**src/rtl/mem_pkg.sv**
```systemverilog
// Shared definitions for the byte-memory copy initiator: FSM states and bus widths.
package mem_pkg;

   localparam int unsigned ADDR_W_DEF = 16;
   localparam int unsigned DATA_W     = 8;

   typedef enum logic [2:0] {
      IDLE = 3'd0,
      RD   = 3'd1,
      WR   = 3'd2,
      DONE = 3'd3,
      FILL = 3'd4
   } state_t;

endpackage

```
**src/rtl/mem_copy.sv**
```systemverilog
// Block copy initiator for the single-port byte memory: one read/write pair per byte.
// Optional MEM_COPY_FILL_EN adds a constant-fill mode (fill/fill_byte ports).
module mem_copy
   import mem_pkg::*;
#(
   parameter int unsigned ADDR_W = ADDR_W_DEF,
   parameter int unsigned LEN_W  = 16
) (
   input  logic              clk,
   input  logic              rst_n,
   input  logic              start,
   input  logic [ADDR_W-1:0] src,
   input  logic [ADDR_W-1:0] dst,
   input  logic [LEN_W-1:0]  len,
   output logic              busy,
   output logic              done,
   output logic              mem_read,
   output logic              mem_write,
   output logic [ADDR_W-1:0] mem_addr,
   output logic [DATA_W-1:0] mem_wdata,
   input  logic [DATA_W-1:0] mem_rdata
`ifdef MEM_COPY_FILL_EN
   ,
   input  logic              fill,
   input  logic [DATA_W-1:0] fill_byte
`endif
);

   state_t            state, state_next;
   logic [ADDR_W-1:0] src_ptr, dst_ptr;
   logic [LEN_W-1:0]  count;
`ifdef MEM_COPY_FILL_EN
   logic              fill_q;
   logic [DATA_W-1:0] fill_byte_q;
`endif

   always_ff @(posedge clk or negedge rst_n) begin
      if (!rst_n) state <= IDLE;
      else        state <= state_next;
   end

   always_ff @(posedge clk or negedge rst_n) begin
      if (!rst_n) begin
         src_ptr <= '0;
         dst_ptr <= '0;
         count   <= '0;
`ifdef MEM_COPY_FILL_EN
         fill_q      <= 1'b0;
         fill_byte_q <= '0;
`endif
      end else begin
         case (state)
            IDLE: if (start && len != '0) begin
               src_ptr <= src;
               dst_ptr <= dst;
               count   <= len;
`ifdef MEM_COPY_FILL_EN
               fill_q      <= fill;
               fill_byte_q <= fill_byte;
`endif
            end
            WR: begin
               src_ptr <= src_ptr + ADDR_W'(1);
               dst_ptr <= dst_ptr + ADDR_W'(1);
               count   <= count - LEN_W'(1);
            end
`ifdef MEM_COPY_FILL_EN
            FILL: begin
               dst_ptr <= dst_ptr + ADDR_W'(1);
               count   <= count - LEN_W'(1);
            end
`endif
            default: ;
         endcase
      end
   end

   // Outputs decode from the state register only, so reset clears them asynchronously.
   always_comb begin
      state_next = state;
      busy       = 1'b0;
      done       = 1'b0;
      mem_read   = 1'b0;
      mem_write  = 1'b0;
      mem_addr   = '0;
      mem_wdata  = '0;
      case (state)
         IDLE: if (start) begin
            if (len == '0) state_next = DONE;
`ifdef MEM_COPY_FILL_EN
            else if (fill) state_next = FILL;
`endif
            else           state_next = RD;
         end
         RD: begin
            busy       = 1'b1;
            mem_read   = 1'b1;
            mem_addr   = src_ptr;
            state_next = WR;
         end
         WR: begin
            busy       = 1'b1;
            mem_write  = 1'b1;
            mem_addr   = dst_ptr;
            mem_wdata  = mem_rdata;
            state_next = (count == LEN_W'(1)) ? DONE : RD;
         end
`ifdef MEM_COPY_FILL_EN
         FILL: begin
            busy       = 1'b1;
            mem_write  = 1'b1;
            mem_addr   = dst_ptr;
            mem_wdata  = fill_byte_q;
            state_next = (count == LEN_W'(1)) ? DONE : FILL;
         end
`endif
         DONE: begin
            done       = 1'b1;
            state_next = IDLE;
         end
         default: state_next = IDLE;
      endcase
   end

endmodule

```
**config.mk**
```make
export PLATFORM = sky130hd
export DESIGN_NAME = mem_copy
export DESIGN_NICKNAME = d
export VERILOG_FILES = /design/src/rtl/mem_pkg.sv /design/src/rtl/mem_copy.sv
export SDC_FILE = /design/constraint.sdc
export NUM_CORES = 1
export LEC_CHECK = 0
export ABC_AREA = 1
export CAP_MARGIN = 10
export CORE_ASPECT_RATIO = 1.75
export CORE_MARGIN = 8
export CORE_UTILIZATION = 55
export DETAILED_ROUTE_END_ITERATION = 10
export PLACE_DENSITY = 0.85
export SLEW_MARGIN = 10
export SYNTH_ARGS = -nofsm -noshare
export SYNTH_HDL_FRONTEND = slang
export SYNTH_SLANG_ARGS = --single-unit
```
**constraint.sdc**
```tcl
create_clock -name clk -period 2.73 [get_ports clk]
set_input_delay 0.819 -clock clk [delete_from_list [all_inputs] [get_ports clk]]
set_output_delay 0.819 -clock clk [all_outputs]
set_load 0.01 [all_outputs]
```
==> out/qor.yml, run 1 <==
clock_network:
  cts_max_level: 2
  cts_hold_buffers: 0
  cts_buffer_depth: 2
  cts_tree: "yes"
  cts_sinks: 50
  clk-insertion-delay-late_ns: 0.30
  root_buffer: "clkbuf_16"
  path_clk_slew_ns: 0.07
  cts_buffers: 5
status:
  status: "finished, final reports clean"
worst_hold_path:
  hold-path-endpoint: "dst_ptr[13]"
  min_from: "dst_ptr[13]"
  hold_depth: 2
  hp-class: "reg -> reg"
worst_setup_path:
  r2r_slack_ns: 0.69
  worstReg2RegEnd: "count[2]"
  rr_startpoint: "state[0]"
  worst-r2r-cell-count: 9
  required_ns: 1.91
  worstSetupEndpointType: "primary output"
  cp-start-kind: "flop"
  path_class: "reg -> out"
  crit_fanout: 6
  crit_arrival_ns: 1.87
route:
  viasPerCell: 5.55
  vias: 4638
  antenna_left: 0
  drc: 0
  drtPass1Iterations: 5
  routed_wirelength_mm: 13.0
  first_iter_violations: 368
  avgRoutedWirePerCell_microns: 15.6
grt:
  globalRouteOverflowTotal: 0
  grt.total_usage_pct: 26.1
  grt_pass1_wl_mm: 21.4
  first_global_vias: 4731
  grt_max_degree: 51
  grt_antenna_before_repair: 0
placement:
  dpl_cell_area_sq_um: 4890
  place_congestion: 0.968
  place_inst: 821
  io_buffers: 86
  dp_hpwl_mm: 9.59
synth:
  syn_avg_cell_area_sq_um: 5.95
  synth.cell_area_sq_um: 3950
  synth_edf_count: 0
  synth_area_leaders: "dfrtp_1 (32%), nand2_1 (26%), nor2_1 (8.1%)"
  synth_flop_cell: "dfrtp_1"
  synth_commonest_cells: "nand2_1 (276), nor2_1 (85), inv_1 (59)"
  ys_seq_elements: 50
  synthCells: 663
  yosysWarnings: 0
  yosysTopAreaCell: "dfrtp_1"
  yosys.cell_types.count: 29
  ys_seq_area_share_pct: 31.7
  syn_nets: 730
  synth_most_common_cell: "nand2_1"
  synth.top_cell.area_share_pct: 31.7
  synthArstFlopShare_pct: 100
floorplan:
  initial_core_util_pct: 55.7
  row_count: 41
  dieArea_sq_um: 10200
  die_h_microns: 128
  fp.dieW_microns: 80.0
  ios: 87
  core_sq_um: 7080
layout:
  drive_gt1_share_pct: 6.13
  fin_cells: 836
  antennaDiodeCount: 0
  syn2layout_area_growth_pct: 30.8
  final_util_pct: 72.9
  fillCellCount: 621
  nNetsFinal: 817
  fin_area_sq_um: 5160
  area.sequential_sq_um: 1250
  multiInputGateArea_sq_um: 2370
sta:
  setup_viol: 0
  whs_ns: 0.511
  worst_slew_pin_slew_ns: 0.694
  fmax_mhz: 372
  drv_slew: 0
  finalCriticalPeriod_ns: 2.69
  relSlewSlack_pct: 53.7
  fin_skew_ns: 0.00700
  period_share_pct: 98.5
  hold_viol_final: 0
power_and_ir_drop:
  p_per_area_nw_per_um2: 1090
  p_leak_nw: 2.63
  finalPower_mw: 5.64
  peakVddDrop_mv: 0.597
job:
  drv_cap: 0
metal layers:
metal  vias up  global-route usage (%)  wire (microns)
met3        54                    4.78             729
met2       192                    46.7            6910
met1      2124                    26.7            4670
li1       2268                       -               -
met5         -                       0               0
met4         0                    15.9             708
cell families (layout without fill, tap and decap cells):
kind of cell / Yosys count / count (layout) / share of synthesized area [%]
buf+inv: 85 / 172 / 9.23
compound gates: 68 / 68 / 9.07
simple gates: 451 / 451 / 47.2
xor+xnor: 1 / 1 / 0.222
flops: 50 / 50 / 31.7
fa+ha+maj: 8 / 8 / 2.54
worst max path at each step:
stage / start / to
2_1_floorplan: state[0] / mem_addr[1]
3_3_place_gp: mem_rdata[1] / mem_wdata[1]
3_5_place_dp: mem_rdata[1] / mem_wdata[1]
4_1_cts: mem_rdata[4] / mem_wdata[4]
5_1_grt: state[0] / mem_addr[2]
6_report: state[0] / mem_addr[2]
sequential cells by signal, summed over array words and instances (netlist names):
signal	flops
count	16
dst_ptr	16
src_ptr	16
state	2
worst max-delay path: stages, from the launching register on:
cell and delay, ns:
dfrtp_1 0.37, inv_2 0.07, ha_4 0.31, clkinvlp_4 0.14, buf_4 0.17, a21oi_1 0.18, dlygate4sd2_1 0.32
metrics by stage:
step	setup TNS (ns)	setup slack (ns)
floorplan	0	0.396
global placement	0	0.0116
detailed placement	-0.104	-0.0282
CTS	0	0.00197
global route	-0.0245	-0.0245
finish	0	0.0400
repair_timing:
action | 4_1_cts | 5_1_grt
buffers inserted | 4 | 2
cloned | 2 | 0
endpoints found under the setup margin | 24 | 4
gates resized for setup | 33 | 3
power by group:
part           internal (mW)  switching, mW
Sequential              1.13          0.461
Combinational           1.26           2.06
Clock                  0.453          0.289
placed cells by master (no fill, tap or decap), drive strengths merged, types with 7 or more instances in the layout:
cell / instances
a21oi: 20
buf: 17
clkbuf: 7
clkdlybuf4s50: 61
dfrtp: 50
dlygate4sd2: 21
ha: 8
inv: 60
nand2: 280
nand3: 57
nand4: 13
nor2: 89
o21ai: 41
final cells by class:
type	instances	area share (%)
clock inverters	1	0.582
multi-input cells	528	45.9
flip-flops and latches	50	24.2
inverters	61	4.56
clock buffers	6	2.69
repair buffers	103	19.8
repair inverters	1	0.145
well taps	86	2.09
Power figures use the tool's default switching activity.
==> run 2: changes to the inputs <==
==> constraint.sdc (replaced) <==
create_clock -name clk -period 2.73 [get_ports clk]
set_input_delay 0.6825 -clock clk [delete_from_list [all_inputs] [get_ports clk]]
set_output_delay 0.6825 -clock clk [all_outputs]
set_load 0.01 [all_outputs]
==> run 2 against run 1 <==
Effect of this change:
- sequential power up 3%
- flip-flop and latch count did not move
- worst hold slack worse by 0.19 ns
- combinational power down 4%
- wire length up 1.9%
- critical path depth increased by 1
- total power down 1.7%
- via count rose by 0.19%
- sequential share of layout area rose by 0.053 points
- highest routed layer unchanged
==> out/qor.yml, run 2 (synthesis results as in run 1) <==
sta:
  worst_slew_pin_slew_ns: 0.473  # was 0.694 ns
  rsz0062_at_grt: "no"
  whs_ns: 0.322  # was 0.511 ns
  period_share_pct: 95.4  # was 98.5%
  drv_slew: 0  # unchanged
  relSlewSlack_pct: 68.5  # was 53.7%
  fin_skew_ns: 0.00465  # was 0.00700 ns
  setup_viol: 0  # unchanged
  hold_viol_final: 0  # unchanged
  fmax_mhz: 384  # was 372 MHz
  finalCriticalPeriod_ns: 2.60  # was 2.69 ns
  finalSetupTns_ns: 0  # unchanged
power_and_ir_drop:
  p_per_area_nw_per_um2: 1080  # was 1090 nW/um^2
  combPwrFrac_pct: 57.5  # was 58.7%
  internal_power_mw: 2.76  # was 2.84 mW
  p_seq_share_pct: 29.4  # was 28.1%
  swShare_pct: 50.3  # was 49.7%
  p_switching_mw: 2.79  # was 2.81 mW
  p_leak_nw: 2.67  # was 2.63 nW
  peakVddDrop_mv: 0.712  # was 0.597 mV
  finalPower_mw: 5.55  # was 5.64 mW
  pwr-share-clk_pct: 13.1  # was 13.2%
layout:
  fillCellCount: 609  # was 621
  final_common_cell: "nand2_1"  # unchanged
  antennaDiodeCount: 0  # unchanged
  multiInputGateArea_sq_um: 2340  # was 2370 sq um
  drive_gt1_share_pct: 5.84  # was 6.13%
  nNetsFinal: 820  # was 817
  final_cell_mix: "nand2_1 (276), nor2_1 (85), clkdlybuf4s50_1 (69)"  # was nand2_1 (276), nor2_1 (85), clkdlybuf4s50_1 (61)
  area.sequential_sq_um: 1250  # unchanged
  syn2layout_area_growth_pct: 30.5  # was 30.8%
  largestRegisters: "count x16, dst_ptr x16, src_ptr x16"  # unchanged
clock_network:
  cts_hold_buffers: 0  # unchanged
  cts_tree: "yes"  # unchanged
  cts_sinks: 50  # unchanged
  cts_max_level: 2  # unchanged
  cts_buffer_depth: 2  # unchanged
  clk-insertion-delay-late_ns: 0.30  # about the same
  cts_buffers: 5  # unchanged
  path_clk_slew_ns: 0.07  # about the same
  root_buffer: "clkbuf_16"  # unchanged
worst_setup_path:
  rr_startpoint: "state[0]"  # unchanged
  critPathMaxStageDelay_ns: 0.54  # was 0.37 ns
  path_cells: "inv_1 -> ha_4 -> buf_12 -> buf_4 -> nand2_1 -> inv_1 -> clkdlybuf4s50_1"  # was inv_2 -> ha_4 -> clkinvlp_4 -> buf_4 -> a21oi_1 -> dlygate4sd2_1
  crit_start: "state[0]"  # unchanged
  cp-start-kind: "flop"  # unchanged
  crit_arrival_ns: 1.92  # was 1.87 ns
  path_class: "reg -> out"  # unchanged
  required_ns: 2.05  # was 1.91 ns
  cpMostUsedCell: "inv_1"
  critPathSlowestCell: "clkdlybuf4s50_1"  # was dfrtp_1
  worstSetupEndpointType: "primary output"  # unchanged
  crit_fanout: 12  # was 6
route:
  first_iter_violations: 406  # was 368
  avgRoutedWirePerCell_microns: 15.8  # was 15.6 microns
  routed_wirelength_mm: 13.3  # was 13.0 mm
  viasPerCell: 5.53  # was 5.55
  drtPass1Iterations: 5  # unchanged
  antenna_left: 0  # unchanged
  drc: 0  # unchanged
  vias: 4647  # was 4,638
floorplan:
  fp.dieW_microns: 80.0  # unchanged
  initial_core_util_pct: 55.7  # unchanged
  die_h_microns: 128  # unchanged
  row_count: 41  # unchanged
  core_sq_um: 7080  # unchanged
  ios: 87  # unchanged
  dieArea_sq_um: 10200  # unchanged
placement:
  io_buffers: 86  # unchanged
  dp_hpwl_mm: 9.86  # was 9.59 mm
  place_congestion: 0.941  # was 0.968
grt:
  grt_pass1_wl_mm: 21.5  # was 21.4 mm
  grt_antenna_before_repair: 0  # unchanged
  globalRouteOverflowTotal: 0  # unchanged
  grt.total_usage_pct: 26.5  # was 26.1%
  grt_max_degree: 46  # was 51
  first_global_vias: 4617  # was 4,731
worst_hold_path:
  hp-class: "in -> async"  # was reg -> reg
status:
  status: "finished, final reports clean"  # unchanged
job:
  drv_cap: 0  # unchanged
==> run 2: changes by cell type in the layout (fill, tap and decap cells not counted), moves of 2 or more <==
cell | before | now
clkdlybuf4s50_1 | 61 | 69
dlymetal6s2s_1 | 2 | 7
a21oi_1 | 16 | 20
clkinv_2 | 0 | 2
dlygate4sd2_1 | 21 | 9
a21oi_2 | 4 | 0
buf_4 | 13 | 19
==> run 2: worst max-delay path: cells and delay by family, from the launching register on <==
kind / cells / cell delay [ns]
simple gates: 1 / 0.06
flops: 1 / 0.39
buf+inv: 5 / 1.00
fa+ha+maj: 1 / 0.16
==> run 2: layout make-up <==
| type | count | area share [%] |
|---|---|---|
| Clock buffer | 5 | 2.43 |
| Timing Repair Buffer | 107 | 20.3 |
| Multi-Input combinational cell | 528 | 45.5 |
| Inverter | 61 | 4.57 |
| Clock inverter | 3 | 0.778 |
| Sequential cell | 50 | 24.3 |
| Tap cell | 86 | 2.09 |
==> run 2: path summary, 6_finish.rpt <==
check	cells past startpoint	endpoint	slack (ns)
setup / recovery	7	mem_wdata[1]	0.13
hold / removal	1	count[11]	0.32
setup reg to reg	11	src_ptr[4]	0.35
hold reg to reg	2	dst_ptr[15]	0.51
max in group asynchronous	2	dst_ptr[6]	1.77
min in group clk	2	dst_ptr[15]	0.51
==> run 2: metrics by stage <==
stage | setup WS, ns | instance area [sq um] | instances | util (%)
floorplan | 0.532 | 3950 | 663 | -
global placement | 0.174 | 4870 | 822 | 68.8
finish | 0.127 | 5150 | 840 | 72.7
CTS | -0.0306 | 5080 | 835 | 71.8
global route | 0.0463 | 5150 | 840 | 72.7
detailed placement | 0.104 | 4870 | 822 | 68.8
==> run 2: power by group through the flow <==
stage          Combinational [mW]  Clock, mW  Sequential, mW
6_report                     3.19      0.728            1.63
5_1_grt                      3.58      0.760            1.68
4_1_cts                      3.12      0.738            1.61
3_5_place_dp                 3.03          0            1.62
3_3_place_gp                 2.93          0            1.61
2_1_floorplan                2.15          0            1.45
==> run 2: what timing repair did <==
action                     in CTS  in global routing
setup endpoints to repair      26                  8
setup buffers                   5                  5
gates resized for setup        12                  7
pin swaps                       1                  1
==> run 2: metal layers <==
| metal | part of all wire (%) | track usage, % |
|---|---|---|
| met1 | 36 | 26.7 |
| met2 | 53 | 47.6 |
| met3 | 5.9 | 5.06 |
| met4 | 5.7 | 16.3 |
| met5 | 0 | 0 |
==> run 3: changes to the inputs <==
--- a/config.mk
+++ b/config.mk
@@ -7,7 +7,7 @@
 export LEC_CHECK = 0
 export ABC_AREA = 1
 export CAP_MARGIN = 10
-export CORE_ASPECT_RATIO = 1.75
+export CORE_ASPECT_RATIO = 0.6
 export CORE_MARGIN = 8
 export CORE_UTILIZATION = 55
 export DETAILED_ROUTE_END_ITERATION = 10
==> run 3 against run 2 <==
Effect of this change:
- first-iteration DRC count grew 53%
- core utilization shrank 0.16 points
- critical endpoint is now mem_write
- global-route usage shrank 1.4 points
- non-clock buffer count shrank 5
- highest routed layer unchanged
==> out/qor.yml, run 3 (synthesis results as in run 1) <==
status:
  status: "finished, final reports clean"  # unchanged
clock_network:
  cts_max_level: 2  # unchanged
  cts_hold_buffers: 0  # unchanged
  cts_buffers: 5  # unchanged
  path_clk_slew_ns: 0.07  # about the same
  cts_buffer_depth: 2  # unchanged
  root_buffer: "clkbuf_16"  # unchanged
  cts_sinks: 50  # unchanged
  cts_tree: "yes"  # unchanged
  clk-insertion-delay-late_ns: 0.30  # about the same
layout:
  fillCellCount: 582  # was 609
  drive_gt1_share_pct: 5.47  # was 5.84%
  fin_area_sq_um: 5160  # was 5150 sq um
  final_util_pct: 72.6  # was 72.7%
  nNetsFinal: 816  # was 820
  antennaDiodeCount: 0  # unchanged
  fin_cells: 841  # was 840
  largestRegisters: "count x16, dst_ptr x16, src_ptr x16"  # unchanged
  syn2layout_area_growth_pct: 30.9  # was 30.5%
  final_common_cell: "nand2_1"  # unchanged
  final_cell_mix: "nand2_1 (276), nor2_1 (85), clkdlybuf4s50_1 (69)"  # unchanged
placement:
  io_buffers: 86  # unchanged
  dpl_cell_area_sq_um: 4890  # was 4870 sq um
  place_congestion: 0.958  # was 0.941
  dp_hpwl_mm: 9.43  # was 9.86 mm
  pre_cts_ws_ns: 0.223  # was 0.104 ns
  place_inst: 827  # was 822
sta:
  period_share_pct: 96.3  # was 95.4%
  setup_ws_ns: 0.101  # was 0.127 ns
  fin_skew_ns: 0.00859  # was 0.00465 ns
  fmax_mhz: 380  # was 384 MHz
  finalCriticalPeriod_ns: 2.63  # was 2.60 ns
  rsz0062_at_grt: "no"  # unchanged
  worst_slew_pin_slew_ns: 0.671  # was 0.473 ns
  setup_viol: 0  # unchanged
  relSlewSlack_pct: 55.3  # was 68.5%
  whs_ns: 0.505  # was 0.322 ns
  hold_viol_final: 0  # unchanged
  finalSetupTns_ns: 0  # unchanged
  drv_slew: 0  # unchanged
worst_setup_path:
  required_ns: 2.05  # about the same
  crit_fanout: 39  # was 12
  worstSetupEndpointType: "primary output"  # unchanged
  path_class: "reg -> out"  # unchanged
  worst-r2r-cell-count: 9  # was 11
  cp-start-kind: "flop"  # unchanged
  crit_arrival_ns: 1.95  # was 1.92 ns
route:
  avgRoutedWirePerCell_microns: 15.3  # was 15.8 microns
  viasPerCell: 5.61  # was 5.53
  routed_wirelength_mm: 12.9  # was 13.3 mm
  antenna_left: 0  # unchanged
  drtPass1Iterations: 6  # was 5
  drc: 0  # unchanged
  vias: 4722  # was 4,647
  first_iter_violations: 620  # was 406
grt:
  grt_pass1_wl_mm: 20.9  # was 21.5 mm
  globalRouteOverflowTotal: 0  # unchanged
  first_global_vias: 4347  # was 4,617
  grt.total_usage_pct: 25.1  # was 26.5%
  grt_max_degree: 51  # was 46
  grt_antenna_before_repair: 0  # unchanged
power_and_ir_drop:
  finalPower_mw: 5.62  # was 5.55 mW
  p_leak_nw: 2.72  # was 2.67 nW
  p_per_area_nw_per_um2: 1090  # was 1080 nW/um^2
  peakVddDrop_mv: 0.612  # was 0.712 mV
job:
  drv_cap: 0  # unchanged
floorplan:
  ios: 87  # unchanged
  die_h_microns: 81.6  # was 128 microns
  fp.dieW_microns: 125  # was 80.0 microns
  dieArea_sq_um: 10200  # about the same
  core_sq_um: 7120  # was 7080 sq um
  initial_core_util_pct: 55.4  # was 55.7%
  row_count: 24  # was 41
worst_hold_path:
  hp-class: "in -> async"  # unchanged
run 3: changes by cell type in the layout (fill, tap and decap cells not counted):
cell and delta:
clkinvlp_4 +1, a21oi_1 -1, a21oi_2 +1, buf_6 +1
ha_1 -1, dlymetal6s2s_1 +6, clkinv_2 -2, inv_1 -1
dlygate4sd2_1 -6, buf_4 -6, clkbuf_1 +2, ha_4 +1
inv_2 +1
run 3: worst max-delay path, cell delays in order (launching register included):
cell             delay (ns)
dfrtp_1                0.42
inv_2                  0.13
ha_4                   0.19
buf_6                  0.29
clkdlybuf4s50_1        0.60
run 3: layout make-up:
class / count / area [sq um] / share of cell area, %
repair buffers: 102 / 1030 / 20.0
multi-input cells: 528 / 2360 / 45.7
flip-flops and latches: 50 / 1250 / 24.2
well taps: 91 / 114 / 2.20
inverters: 61 / 235 / 4.55
repair inverters: 1 / 7.51 / 0.145
clock buffers: 7 / 133 / 2.57
clock inverters: 1 / 30.0 / 0.581
run 3: where the power goes:
group | total (mW) | internal (mW) | switching (mW)
registers | 1.62 | 1.13 | 0.490
clock network | 0.725 | 0.434 | 0.290
logic | 3.28 | 1.24 | 2.03
total | 5.62 | 2.80 | 2.81
run 3: final timing paths:
check                           startpoint    endpoint  slack [ns]
worst max-delay path              state[0]   mem_write        0.10
worst max register to register    state[0]   count[13]        0.59
worst min register to register   count[14]   count[14]        0.52
min in group clk                 count[14]   count[14]        0.52
worst min-delay path                 rst_n    count[2]        0.50
max in group asynchronous            rst_n  dst_ptr[0]        1.78
run 3: per-layer routing:
layer | vias up | GRT usage (%) | share of wire [%]
met5 | - | 0 | 0
met4 | 0 | 7.60 | 1.5
met3 | 25 | 7.58 | 13
met2 | 316 | 37.9 | 42
met1 | 2117 | 34.2 | 44
li1 | 2264 | - | -
run 3: what timing repair did:
action	in CTS	in global routing
buffers inserted	1	4
setup endpoints to repair	17	13
resized for setup	10	15
hold endpoints to repair	0	0
gates cloned	1	0
